### src/rtl/rob_ptr_ctrl.sv
// ---------------------------------------------------------------------------
// rob_ptr_ctrl -- reorder buffer head/tail pointer controller.
//
// Hands out ROB slot indices to dispatch from the tail and retires entries in
// order from the head. When the head entry reports EXCEPTION, INTERRUPT or
// TRAP, it sequences a one-cycle global flush. It then waits for the frontend
// redirect before accepting allocations again.
//
// Parameters:
//   ROB_ENTRIES  ROB depth; must be a power of two. IDX_W = $clog2(ROB_ENTRIES).
//
// Ports:
//   clk_in, rst_N_in        clock, asynchronous active-low reset
//   alloc_valid_in/ready_out   one-slot allocation handshake
//   alloc_ptr_out           tail slot index granted this cycle
//   commit_valid_in/ready_out  retire handshake for the head entry (DONE)
//   head_ptr_out            current head slot index
//   exc_valid_in            head entry is EXCEPTION/INTERRUPT/TRAP
//   exc_status_in           3-bit rob_pkg::status_t of the head entry,
//                           latched as-is into flush_cause_out
//   flush_out               one-cycle global flush pulse
//   flush_cause_out         latched cause; valid in FLUSH and WAIT_REDIRECT
//   redirect_in             frontend redirected; resume allocation
//   count_out/full_out/empty_out  occupancy status
//   commit_cnt_out, stall_cnt_out 32-bit saturating statistics
//
// Configuration macro: ROB_PTR_CTRL_STATS_EN
//   defined   -> retire and full-stall counters are implemented
//   undefined -> both statistic ports are tied to zero (no counter flops)
// ---------------------------------------------------------------------------
module rob_ptr_ctrl #(
    parameter  int ROB_ENTRIES = 128,
    localparam int IDX_W       = $clog2(ROB_ENTRIES)
) (
    input  logic             clk_in,
    input  logic             rst_N_in,
    input  logic             alloc_valid_in,
    output logic             alloc_ready_out,
    output logic [IDX_W-1:0] alloc_ptr_out,
    input  logic             commit_valid_in,
    output logic             commit_ready_out,
    output logic [IDX_W-1:0] head_ptr_out,
    input  logic             exc_valid_in,
    input  logic [2:0]       exc_status_in,
    output logic             flush_out,
    output logic [2:0]       flush_cause_out,
    input  logic             redirect_in,
    output logic [IDX_W:0]   count_out,
    output logic             full_out,
    output logic             empty_out,
    output logic [31:0]      commit_cnt_out,
    output logic [31:0]      stall_cnt_out
);

    typedef enum logic [1:0] {
        RUN,
        FLUSH,
        WAIT_REDIRECT
    } state_t;

    localparam logic [IDX_W:0] PTR_ONE = {{IDX_W{1'b0}}, 1'b1};

    state_t         state;
    // The extra MSB is a wrap bit, so full and empty can be told apart when
    // the index bits match.
    logic [IDX_W:0] head;
    logic [IDX_W:0] tail;
    logic           flush_q;
    logic [2:0]     cause_q;

    logic alloc_fire;
    logic commit_fire;
    logic exc_take;

    assign count_out        = tail - head;
    assign full_out         = (head[IDX_W-1:0] == tail[IDX_W-1:0]) &&
                              (head[IDX_W] != tail[IDX_W]);
    assign empty_out        = (head == tail);
    assign alloc_ptr_out    = tail[IDX_W-1:0];
    assign head_ptr_out     = head[IDX_W-1:0];
    assign flush_out        = flush_q;
    assign flush_cause_out  = cause_q;

    // A full ROB stalls allocation even if the head retires this same cycle.
    assign alloc_ready_out  = (state == RUN) && !full_out;
    // An excepting head must never retire, so it blocks commit directly.
    assign commit_ready_out = (state == RUN) && !empty_out && !exc_valid_in;

    assign alloc_fire  = alloc_valid_in && alloc_ready_out;
    assign commit_fire = commit_valid_in && commit_ready_out;
    assign exc_take    = (state == RUN) && exc_valid_in && !empty_out;

    // NOTE: state registers use non-blocking assignments so every flop
    // samples pre-edge values, regardless of statement order in the block.
    always_ff @(posedge clk_in or negedge rst_N_in) begin
        if (!rst_N_in) begin
            state   <= RUN;
            head    <= '0;
            tail    <= '0;
            flush_q <= 1'b0;
            cause_q <= '0;
        end else begin
            flush_q <= 1'b0;
            case (state)
                RUN: begin
                    // An allocation in the exception cycle still fires; the
                    // flush that follows squashes it.
                    if (alloc_fire)  tail <= tail + PTR_ONE;
                    if (commit_fire) head <= head + PTR_ONE;
                    if (exc_take) begin
                        state   <= FLUSH;
                        flush_q <= 1'b1;
                        cause_q <= exc_status_in;
                    end
                end
                FLUSH: begin
                    head  <= '0;
                    tail  <= '0;
                    state <= WAIT_REDIRECT;
                end
                WAIT_REDIRECT: begin
                    if (redirect_in) state <= RUN;
                end
                default: state <= RUN;
            endcase
        end
    end

`ifdef ROB_PTR_CTRL_STATS_EN
    logic [31:0] commit_cnt;
    logic [31:0] stall_cnt;

    // Counters survive flushes; only reset clears them. Both saturate.
    always_ff @(posedge clk_in or negedge rst_N_in) begin
        if (!rst_N_in) begin
            commit_cnt <= '0;
            stall_cnt  <= '0;
        end else begin
            if (commit_fire && (commit_cnt != 32'hFFFF_FFFF))
                commit_cnt <= commit_cnt + 32'd1;
            if ((state == RUN) && alloc_valid_in && full_out &&
                (stall_cnt != 32'hFFFF_FFFF))
                stall_cnt <= stall_cnt + 32'd1;
        end
    end

    assign commit_cnt_out = commit_cnt;
    assign stall_cnt_out  = stall_cnt;
`else
    assign commit_cnt_out = '0;
    assign stall_cnt_out  = '0;
`endif

endmodule
### config.mk
export PLATFORM = sky130hd
export DESIGN_NAME = rob_ptr_ctrl
export DESIGN_NICKNAME = d
export VERILOG_FILES = /design/src/rtl/rob_ptr_ctrl.sv
export SDC_FILE = /design/constraint.sdc
export NUM_CORES = 1
export LEC_CHECK = 0
export ABC_AREA = 1
export BUFFER_PORTS_ARGS = -buffer_cell sky130_fd_sc_hd__clkbuf_2
export CORE_MARGIN = 3
export CORE_UTILIZATION = 48
export DETAILED_ROUTE_END_ITERATION = 10
export PLACE_DENSITY = 0.83
export SKIP_CTS_REPAIR_TIMING = 1
export SLEW_MARGIN = 10
export SYNTH_ARGS = -nofsm -noshare
export SYNTH_HDL_FRONTEND = slang
export SYNTH_SLANG_ARGS = --single-unit
export TNS_END_PERCENT = 100
### constraint.sdc
create_clock -name clk_in -period 2 [get_ports clk_in]
set_clock_uncertainty 0.2 [all_clocks]
set_input_delay 0.2 -clock clk_in [delete_from_list [all_inputs] [get_ports clk_in]]
set_output_delay 0.2 -clock clk_in [all_outputs]
set_load 0.005 [all_outputs]
# --- Word level (Yosys, flattened, before mapping) ---
# Cells that the tools add are included.
# W data, S select, Z words.
word_totals:
  register_bits: 22
  latch_bits: 0
  mem_bits_rw: 0
  romBits: 0
  out_inout_bits: 94
  wordCells: 43
  n_memories: 0
classes:
  addsub: 3
  n_mul: 0
  div_mod_pow: 0
  order_cmp: 0
  n_eq_ne: 9
  shifts: 0
  mux: 9
  bitwise_logic: 0
  n_reduce_logical: 17
ops:
  columns: ["cell", "count"]
  rows:
  - ["$pmux W8 S2", 2]
  - ["$add A8 B1 Y8 const B", 2]
  - ["$mux W8", 2]
  - ["$eq A8 B8 Y1", 1]
  - ["$logic_and A1 B1 Y1", 8]
  - ["$ne A2 B2 Y1 const B", 4]
  - ["$reduce_and A2 Y1", 4]
  - ["$sub A8 B8 Y8", 1]
  - ["$eq A7 B7 Y1", 1]
  - ["$pmux W2 S3", 1]
  - ["$mux W2", 2]
  - ["$logic_not A1 Y1", 3]
  - ["$eq A2 B1 Y1 const B", 1]
  - ["$eq A2 B2 Y1 const B", 1]
  - ["$logic_not A2 Y1", 1]
  - ["$mux W1", 2]
  - ["$reduce_bool A2 Y1", 1]
  - ["$ne A1 B1 Y1", 1]

# --- Longest topological paths before layout ---
# Gate-level depths: netlist of run 1.
logic_depth:
  word_depth: 7
  ltp_mapped: 12
  depth_no_buf: 11

# --- Least setup slack after synthesis of run 1 ---
# OpenSTA, ideal clock, no wires.
synth_path:
  path_kind: "register to output"
  startpoint: "register tail[0]"
  endpoint: "output port count_out[6]"
  arrival_time_ns: 1.443
  slack_ns: 0.157
  stages_incl_launch_ff: 11
  n_path_buf: 0
  path_cell_list: "dfrtp_1 inv_1 ha_1 inv_1 fa_1 nand3_1 nand2_1 nand3_1 nand3_1 nand2_1 nand2_1"
synth_between:
  elab_chain_len: 1
synth_rtl:
  columns: ["item", "line", "source"]
  rows:
  - ["start: declaration", "67", "logic [IDX_W:0] tail;"]
  - ["start signal: assignment", "108", "if (alloc_fire) tail <= tail + PTR_ONE;"]
  - ["$sub A8 B8 Y8", "75", "assign count_out = tail - head;"]
  - ["end: declaration", "48", "output logic [IDX_W:0] count_out,"]
# Every way passes these cells.

# --- Worst setup path after layout of run 1 ---
# Ends and elaborated chain as after synthesis.

==> results.toml, run 1 <==
[outcome]
outcome = "complete, but fails checks"
violations = "hold timing, setup timing"

[final_layout]
fill_cells = 405
stdcell_count = 422
post-route-util_pct = 58.94
drive_gt1_share_pct = 32.16
diodes = 0
finalNetCount = 390
syn_to_final_growth_pct = 15.26

[yosys]
ys_warn_count = 0
seq_area_frac_synth_pct = 23.90
avgSynthCellArea_um2 = 7.359
synth_top_family_by_area = "simple AND/OR/NAND/NOR gates"
synthXorXnorAreaFrac_pct = 2.662
syn_inst = 313
synth.distinct_cells = 30
synthMuxAreaShare_pct = 0
synth-compound-area-share_pct = 2.227
synthAdderAreaFrac_pct = 5.758
ys_ff_latch = 22
synth.cell_area_um2 = 2303
yosys.area_share.simple_pct = 33.03

[cts]
cts_inserted_buffers = 3
cts_tree = "built"
cts.sinks = 22
cts_root_buffer = "clkbuf_8"
cts.htree.levels = 1
path_clk_slew_ps = 90
clk_latency_ps = 270
clock_path_buffers = 2

[grt]
grt_overflow = 0
grt_max_degree = 23
track_usage_pct = 15.51
grt_pass1_vias = 1507
grt_pass1_wl_um = 6934
antenna_found_initial = 0

[worst_setup_path]
cpPeakStageDelay_ps = 390
path_depth = 11
rr_worst_depth = 10
worstPathArrival_ps = 1830
worst-setup-path-type = "reg2out"
cp_cell_sequence = "inv_1, ha_2, inv_2, fa_2, nand3_2, nand2_2, nand3_2, nand3_2, nand2_1, nand2_1, clkbuf_2"
cp_top_family = "adder cells"
end_kind = "output pin"
slowest_stage = "fa_2"
crit_required_ps = 1600
worstPathMaxFanout = 2
crit_buf_inv = 3
reg2reg_slack_ps = 90
r2r_start = "tail[0]"
rr_endpoint = "head[4]"
start_kind = "flip-flop"
path_common_cell = "nand3_2"

[sta]
worst_slew_pin_slew_ps = 562.3
finalCritPeriodShare_pct = 111.3
setup_viol = 6
max_freq_ghz = 0.4493
hold_violations = 3
setup_ws_ps = -225.6
hold_slack_ps = -3.644
setup_tns_ps = -644.9
worst_slew_margin_rel_pct = 62.51
slew_violations = 0
post-route-min-period_ps = 2226
rsz0062_at_grt = "yes"

[detailed_routing]
vias = 1953
drt_iter0_markers = 123
wl_per_cell_um = 12.26
vias_per_cell = 4.628
drt_first_pass_iters = 4
drc_errors = 0
ant_nets = 0
drt-total-wl_um = 5174

[min_path]
min_path_type = "in2reg"
whs_endpoint = "head[1]"
holdPathStages = 3
hold_start = "commit_valid_in"

[floorplan]
die_w_um = 75.28
core_um2 = 4504
chipHeight_um = 75.28
io_pins = 103
initial_core_util_pct = 51.14
die_area_um2 = 5666
floorplan.rows = 24

[power_and_ir_drop]
max-vdd-ir-drop_uv = 902.8
power_leakage_nw = 1.550
p_per_area_nw_per_um2 = 1297
total_power_mw = 3.445

[job]
max_cap_violations = 0

[place]
dp.cells = 400
io_buffers = 38
place_congestion = 0.8861
hpwlAfterDp_um = 3543
-- worst min-delay path, cell delays in order --
cell      delay [ps]
clkbuf_2         110
nand3_1           80
nand2_1           50
-- state kept, by name, summed over array words and instances, names as in the netlist --
register	flops
head	8
tail	8
flush_cause_out	3
state	2
flush_out	1
-- worst max path at each step --
stage / endpoint / startpoint / slack (ps)
2_1_floorplan: count_out[6] / tail[0] / 160
3_3_place_gp: count_out[6] / tail[0] / 70
3_5_place_dp: count_out[6] / tail[0] / -3
4_1_cts: count_out[6] / tail[0] / -300
5_1_grt: count_out[6] / tail[0] / -300
6_report: count_out[6] / tail[0] / -230
-- layer usage --
layer	global-route usage, %	vias up	wire [um]	part of all wire, %
met2	24.76	92	2786	54
met1	22.21	906	1953	38
met4	3.495	0	93	1.8
met3	2.403	10	341	6.6
met5	0	-	0	0
li1	-	945	-	-
-- report_power, final --
part | switching [mW] | internal, mW
registers | 0.105 | 0.561
clock network | 0.158 | 0.268
logic | 1.30 | 1.05
total | 1.56 | 1.88
-- per-stage QoR --
step	area, um^2	setup WS (ps)
5_1_grt	2655	-295.7
4_1_cts	2372	-303.2
3_5_place_dp	2301	-2.736
6_report	2655	-225.6
3_3_place_gp	2301	65.29
2_1_floorplan	2540	156.6
-- placed cells by master (no fill, tap or decap), drive strengths merged --
master       synthesis  final
a21o                 1      1
o21ai                2      2
o21bai               1      1
ha                   9      9
inv                 35     35
nand2               84     84
dfrtp               22     22
xor2                 5      5
a31oi                1      1
nor3                 1      1
buf                 81     32
conb                 1     64
bufinv               0      1
a21oi                4      4
xnor2                2      2
nand4                6      6
clkbuf               0     37
dlygate4sd3          0      5
fa                   1      1
nand3               34     34
nor3b                3      3
nor2                20     20
-- kinds of logic after synthesis --
kind of cell,count (synthesis)
other cells,1
flops,22
buf+inv,116
fa+ha+maj,10
simple gates,148
xor+xnor,7
compound gates,9
-- layout make-up --
cell class,count,area [um^2],area share (%)
clock buffer,3,41.29,1.555
clock inverter,1,30.03,1.131
inverter,35,136.4,5.137
multi-input combinational,238,1374,51.74
sequential,22,551.8,20.78
tap,52,65.06,2.451
timing repair buffer,71,456.7,17.20
-- synth_stat cells --
library cell | number | area share (%)
a21o_1 | 1 | 0.33
a21oi_1 | 4 | 0.87
a31oi_1 | 1 | 0.27
buf_2 | 2 | 0.43
buf_4 | 78 | 25
buf_6 | 1 | 0.49
conb_1 | 1 | 0.16
dfrtp_1 | 22 | 24
fa_1 | 1 | 0.87
ha_1 | 9 | 4.9
inv_1 | 30 | 4.9
inv_2 | 3 | 0.49
inv_4 | 2 | 0.54
nand2_1 | 77 | 13
nand2_2 | 4 | 1.1
nand2_4 | 3 | 1.5
nand3_1 | 31 | 6.7
nand3_4 | 3 | 2.3
nand4_1 | 5 | 1.4
nand4_4 | 1 | 0.92
nor2_1 | 15 | 2.4
nor2_2 | 1 | 0.27
nor2_4 | 2 | 0.98
nor2_8 | 2 | 1.7
nor3_1 | 1 | 0.22
nor3b_1 | 3 | 0.98
o21ai_0 | 2 | 0.43
o21bai_1 | 1 | 0.33
xnor2_1 | 2 | 0.76
xor2_1 | 5 | 1.9
Note: power is estimated with default switching activity, not from simulation.
==> run 2, diff against run 1 <==
Settings changed: BUFFER_PORTS_ARGS -buffer_cell sky130_fd_sc_hd__clkbuf_2 to default, CORE_UTILIZATION 48 to 50, DONT_BUFFER_PORTS from default to 1, GPL_TIMING_DRIVEN from default to 0, PLACE_DENSITY 0.83 to 0.67.
Clock period 2 ns to 2.9 ns, I/O delays scaled along.
==> run 2 against run 1 <==
Effect of this change: the flow now finishes without violations; final cell count rose by 4.5%; cell area increased by 4.6%; total power down 44%; sequential power decreased by 24%; sequential share of layout area down 0.95 points; count of clock-buffer cells in the layout unchanged; flip-flop and latch count stayed put; worst hold slack better by 110 ps; combinational power down 51%; via count shrank 3.6%; core utilization increased by 4.0 points; clock power fell by 30%; critical path type unchanged.
==> results.toml, run 2 (synthesis results as in run 1) <==
[final_layout]
final_common_cell = "buf_4"
syn_to_final_growth_pct = 20.53
drive_gt1_share_pct = 27.51
diodes = 0
finalNetCount = 409
layout_common_cells = "78 x buf_4, 77 x nand2_1, 64 x conb_1"

[detailed_routing]
ant_nets = 0
drt_iter0_markers = 76
drt_first_pass_iters = 4
vias = 1883
drt-total-wl_um = 4598
drc_errors = 0
vias_per_cell = 4.270
wl_per_cell_um = 10.43

[grt]
grt_overflow = 0
antenna_found_initial = 0
grt_pass1_wl_um = 7300
grt_pass1_vias = 1634
grt_max_degree = 23
track_usage_pct = 17.09

[floorplan]
initial_core_util_pct = 52.18
core_um2 = 4414
die_area_um2 = 5458
die_w_um = 73.88
chipHeight_um = 73.88
floorplan.rows = 24
io_pins = 103

[cts]
clock_path_buffers = 2
cts.htree.levels = 1
path_clk_slew_ps = 90
cts.sinks = 22
cts_inserted_buffers = 3
cts_tree = "built"
cts_root_buffer = "clkbuf_8"
clk_latency_ps = 270

[worst_setup_path]
rr_worst_depth = 10
crit_start = "tail[0]"
rr_endpoint = "head[2]"
worst-setup-path-type = "reg2out"
r2r_start = "head[4]"
worstPathArrival_ps = 1890
crit_required_ps = 2410
worstPathMaxFanout = 6
reg2reg_slack_ps = 850
start_kind = "flip-flop"
endpoint = "count_out[6]"
end_kind = "output pin"

[place]
hpwlAfterDp_um = 3592
io_buffers = 0
place_congestion = 0.8389

[min_path]
hold_start = "alloc_valid_in"
min_path_type = "in2reg"

[power_and_ir_drop]
power_leakage_nw = 1.691
max-vdd-ir-drop_uv = 513.6
p_per_area_nw_per_um2 = 700.1

[sta]
max_freq_ghz = 0.4208
setup_viol = 0
setup_tns_ps = 0
hold_slack_ps = 105.8
finalCritPeriodShare_pct = 81.94
slew_violations = 0
hold_violations = 0
post-route-min-period_ps = 2376
rsz0062_at_grt = "no"

[job]
max_cap_violations = 0

[outcome]
outcome = "finished, final reports clean"
## run 2: worst min-delay path by stage
| stage | end | slack, ps | cells after the start |
|---|---|---|---|
| finish | tail[1] | 110 | 3 |
| global route | tail[1] | 120 | 3 |
| detailed placement | tail[2] | -200 | 0 |
| global placement | tail[2] | -200 | 0 |
| floorplan | flush_cause_out[0] | -210 | 0 |
| CTS | state[0] | -500 | 0 |
## run 2: routing by layer
metal	vias to the layer above	wire, um	GRT usage, %
met5	-	0	0
li1	990	-	-
met3	6	415	3.010
met2	75	2220	29.23
met4	0	43	4.225
met1	812	1919	22.18
## run 2: cell type report
class | count | area (um^2)
Fill cell | 405 | 1638
Multi-Input combinational cell | 238 | 1246
Clock buffer | 3 | 41.29
Buffer | 81 | 606.8
Timing Repair Buffer | 9 | 100.1
Tap cell | 52 | 65.06
Clock inverter | 1 | 30.03
Sequential cell | 22 | 550.5
Inverter | 35 | 136.4
## run 2: worst max-delay path, cell delays in order (launching register included)
cell,delay [ps]
dfrtp_1,450
inv_1,90
ha_1,130
inv_1,50
fa_1,400
nand3_1,100
nand2_1,90
nand3_1,100
nand3_1,70
nand2_1,60
nand2_1,70
## run 2: where the power goes
| group | leakage [nW] | internal (mW) | total (mW) | switching [mW] |
|---|---|---|---|---|
| sequential | 0.293 | 0.386 | 0.506 | 0.120 |
| clock | 0.0357 | 0.185 | 0.300 | 0.115 |
| combinational | 1.36 | 0.460 | 1.14 | 0.679 |
## run 2: stage by stage
step	std cells	util, %	power, mW	cell area, um^2	setup slack, ps
final	441	62.90	1.944	2776	523.7
after global routing	441	62.90	2.130	2776	346.5
after CTS	432	60.63	1.946	2676	509.8
after detailed placement	428	59.01	1.646	2605	812.8
after global placement	428	59.01	1.620	2605	845.9
after floorplan	376	-	1.429	2540	966.6
==> run 3, diff against run 2 <==
Clock period 2.9 ns to 2.4 ns, I/O delays scaled along.
==> run 3 against run 2 <==
Effect of this change: first-iteration DRC count is 84% higher; critical path depth unchanged; core utilization rose by 0.85 points; clock power up 21%.
==> results.toml, run 3 (synthesis results as in run 1) <==
[outcome]
outcome = "finished, final reports clean"

[place]
dp.cells = 428
place_congestion = 0.8389
io_buffers = 0
pre_cts_slack_ps = 362.3
hpwlAfterDp_um = 3592

[final_layout]
stdcell_count = 444
post-route-util_pct = 63.75
fill_cells = 399
layout_common_cells = "81 x buf_4, 77 x nand2_1, 64 x conb_1"
multi_input_area_um2 = 1257
seqCellArea_um2 = 554.3
final_common_cell = "buf_4"
finalNetCount = 412
diodes = 0
drive_gt1_share_pct = 29.59
syn_to_final_growth_pct = 22.16

[cts]
cts_root_buffer = "clkbuf_8"
path_clk_slew_ps = 90
cts.htree.levels = 1
clock_path_buffers = 2
cts_tree = "built"
cts_inserted_buffers = 3
clk_latency_ps = 270
cts.sinks = 22

[worst_setup_path]
worstPathArrival_ps = 1790
crit_buf_inv = 2
crit_required_ps = 1960
reg2reg_slack_ps = 350
worstPathMaxFanout = 5
cp_cell_sequence = "inv_1, ha_1, inv_1, fa_2, nand3_1, nand2_1, nand3_1, nand3_1, nand2_1, nand2_1"
slowest_stage = "dfrtp_2"
cp_top_family = "simple AND/OR/NAND/NOR gates"
cpPeakStageDelay_ps = 440
start_kind = "flip-flop"
end_kind = "output pin"
worst-setup-path-type = "reg2out"

[detailed_routing]
vias = 1905
drt_first_pass_iters = 4
drc_errors = 0
drt_iter0_markers = 140
vias_per_cell = 4.291
ant_nets = 0
wl_per_cell_um = 10.74
drt-total-wl_um = 4769

[grt]
grt_max_degree = 23
grt_pass1_vias = 1634
grt_pass1_wl_um = 7300
antenna_found_initial = 0
track_usage_pct = 17.09
grt_overflow = 0

[power_and_ir_drop]
combPwrFrac_pct = 59.5
p_sw_mw = 1.125
p_seq_share_pct = 25.5
p_sw_share_pct = 46.67
p_int_mw = 1.285
power_leakage_nw = 1.701
max-vdd-ir-drop_uv = 626.0
clock_power_share_pct = 15.0
p_per_area_nw_per_um2 = 856.3

[sta]
finalCritPeriodShare_pct = 93.11
post-route-min-period_ps = 2235
hold_violations = 0
slew_violations = 0
rsz0062_at_grt = "no"
hold_slack_ps = 58.87
setup_tns_ps = 0
max_freq_ghz = 0.4475
setup_ws_ps = 165.4
setup_viol = 0

[floorplan]
floorplan.rows = 24
io_pins = 103
die_area_um2 = 5458
core_um2 = 4414
die_w_um = 73.88
chipHeight_um = 73.88
initial_core_util_pct = 52.18

[min_path]
min_path_type = "in2reg"

[job]
max_cap_violations = 0
[run 3: power by group through the flow]
stage | sequential, mW | combinational [mW] | clock, mW
after floorplan | 0.580 | 1.15 | 0
after global placement | 0.616 | 1.34 | 0
after detailed placement | 0.617 | 1.37 | 0
after CTS | 0.612 | 1.37 | 0.366
after global routing | 0.630 | 1.61 | 0.382
final | 0.613 | 1.43 | 0.362
[run 3: metal layers]
metal  global-route usage, %  routed length, um  up-vias
met3                   3.010                419        6
met2                   29.23               2326       77
met4                   4.225                 55        0
met5                       0                  0        -
met1                   22.18               1968      825
li1                        -                  -      997
[run 3: layout make-up]
| class | count | share of cell area (%) |
|---|---|---|
| sequential | 22 | 19.70 |
| timing repair buffer | 12 | 4.358 |
| multi-input combinational | 238 | 44.69 |
| inverter | 35 | 4.847 |
| clock buffer | 3 | 1.467 |
| buffer | 81 | 21.57 |
| tap | 52 | 2.312 |
| clock inverter | 1 | 1.067 |
[run 3: worst reg2reg max path, stage by stage, from the launching register on]
cell and delay [ps]:
dfrtp_1 350, buf_2 190, inv_1 80, ha_2 390, nand2_2 80, nor2_4 150, nand3_4 140, nand4_4 150
nand2_4 100, nand2_1 80, nand2_1 50
[run 3: path summary, 6_finish.rpt]
| kind | from | endpoint | depth (start not counted) |
|---|---|---|---|
| worst max-delay path | tail[0] | count_out[6] | 10 |
| worst min-delay path | alloc_valid_in | tail[1] | 3 |
| worst max register to register | head[4] | head[2] | 10 |
| min in group asynchronous | rst_N_in | head[7] | 2 |
| worst min register to register | flush_cause_out[1] | flush_cause_out[1] | 2 |
| max in group asynchronous | rst_N_in | tail[0] | 2 |
[run 3: per-stage QoR]
step | total power, mW | instance area (um^2)
CTS | 2.352 | 2676
finish | 2.410 | 2814
detailed placement | 1.989 | 2605
global placement | 1.957 | 2605
floorplan | 1.726 | 2540
global route | 2.624 | 2814
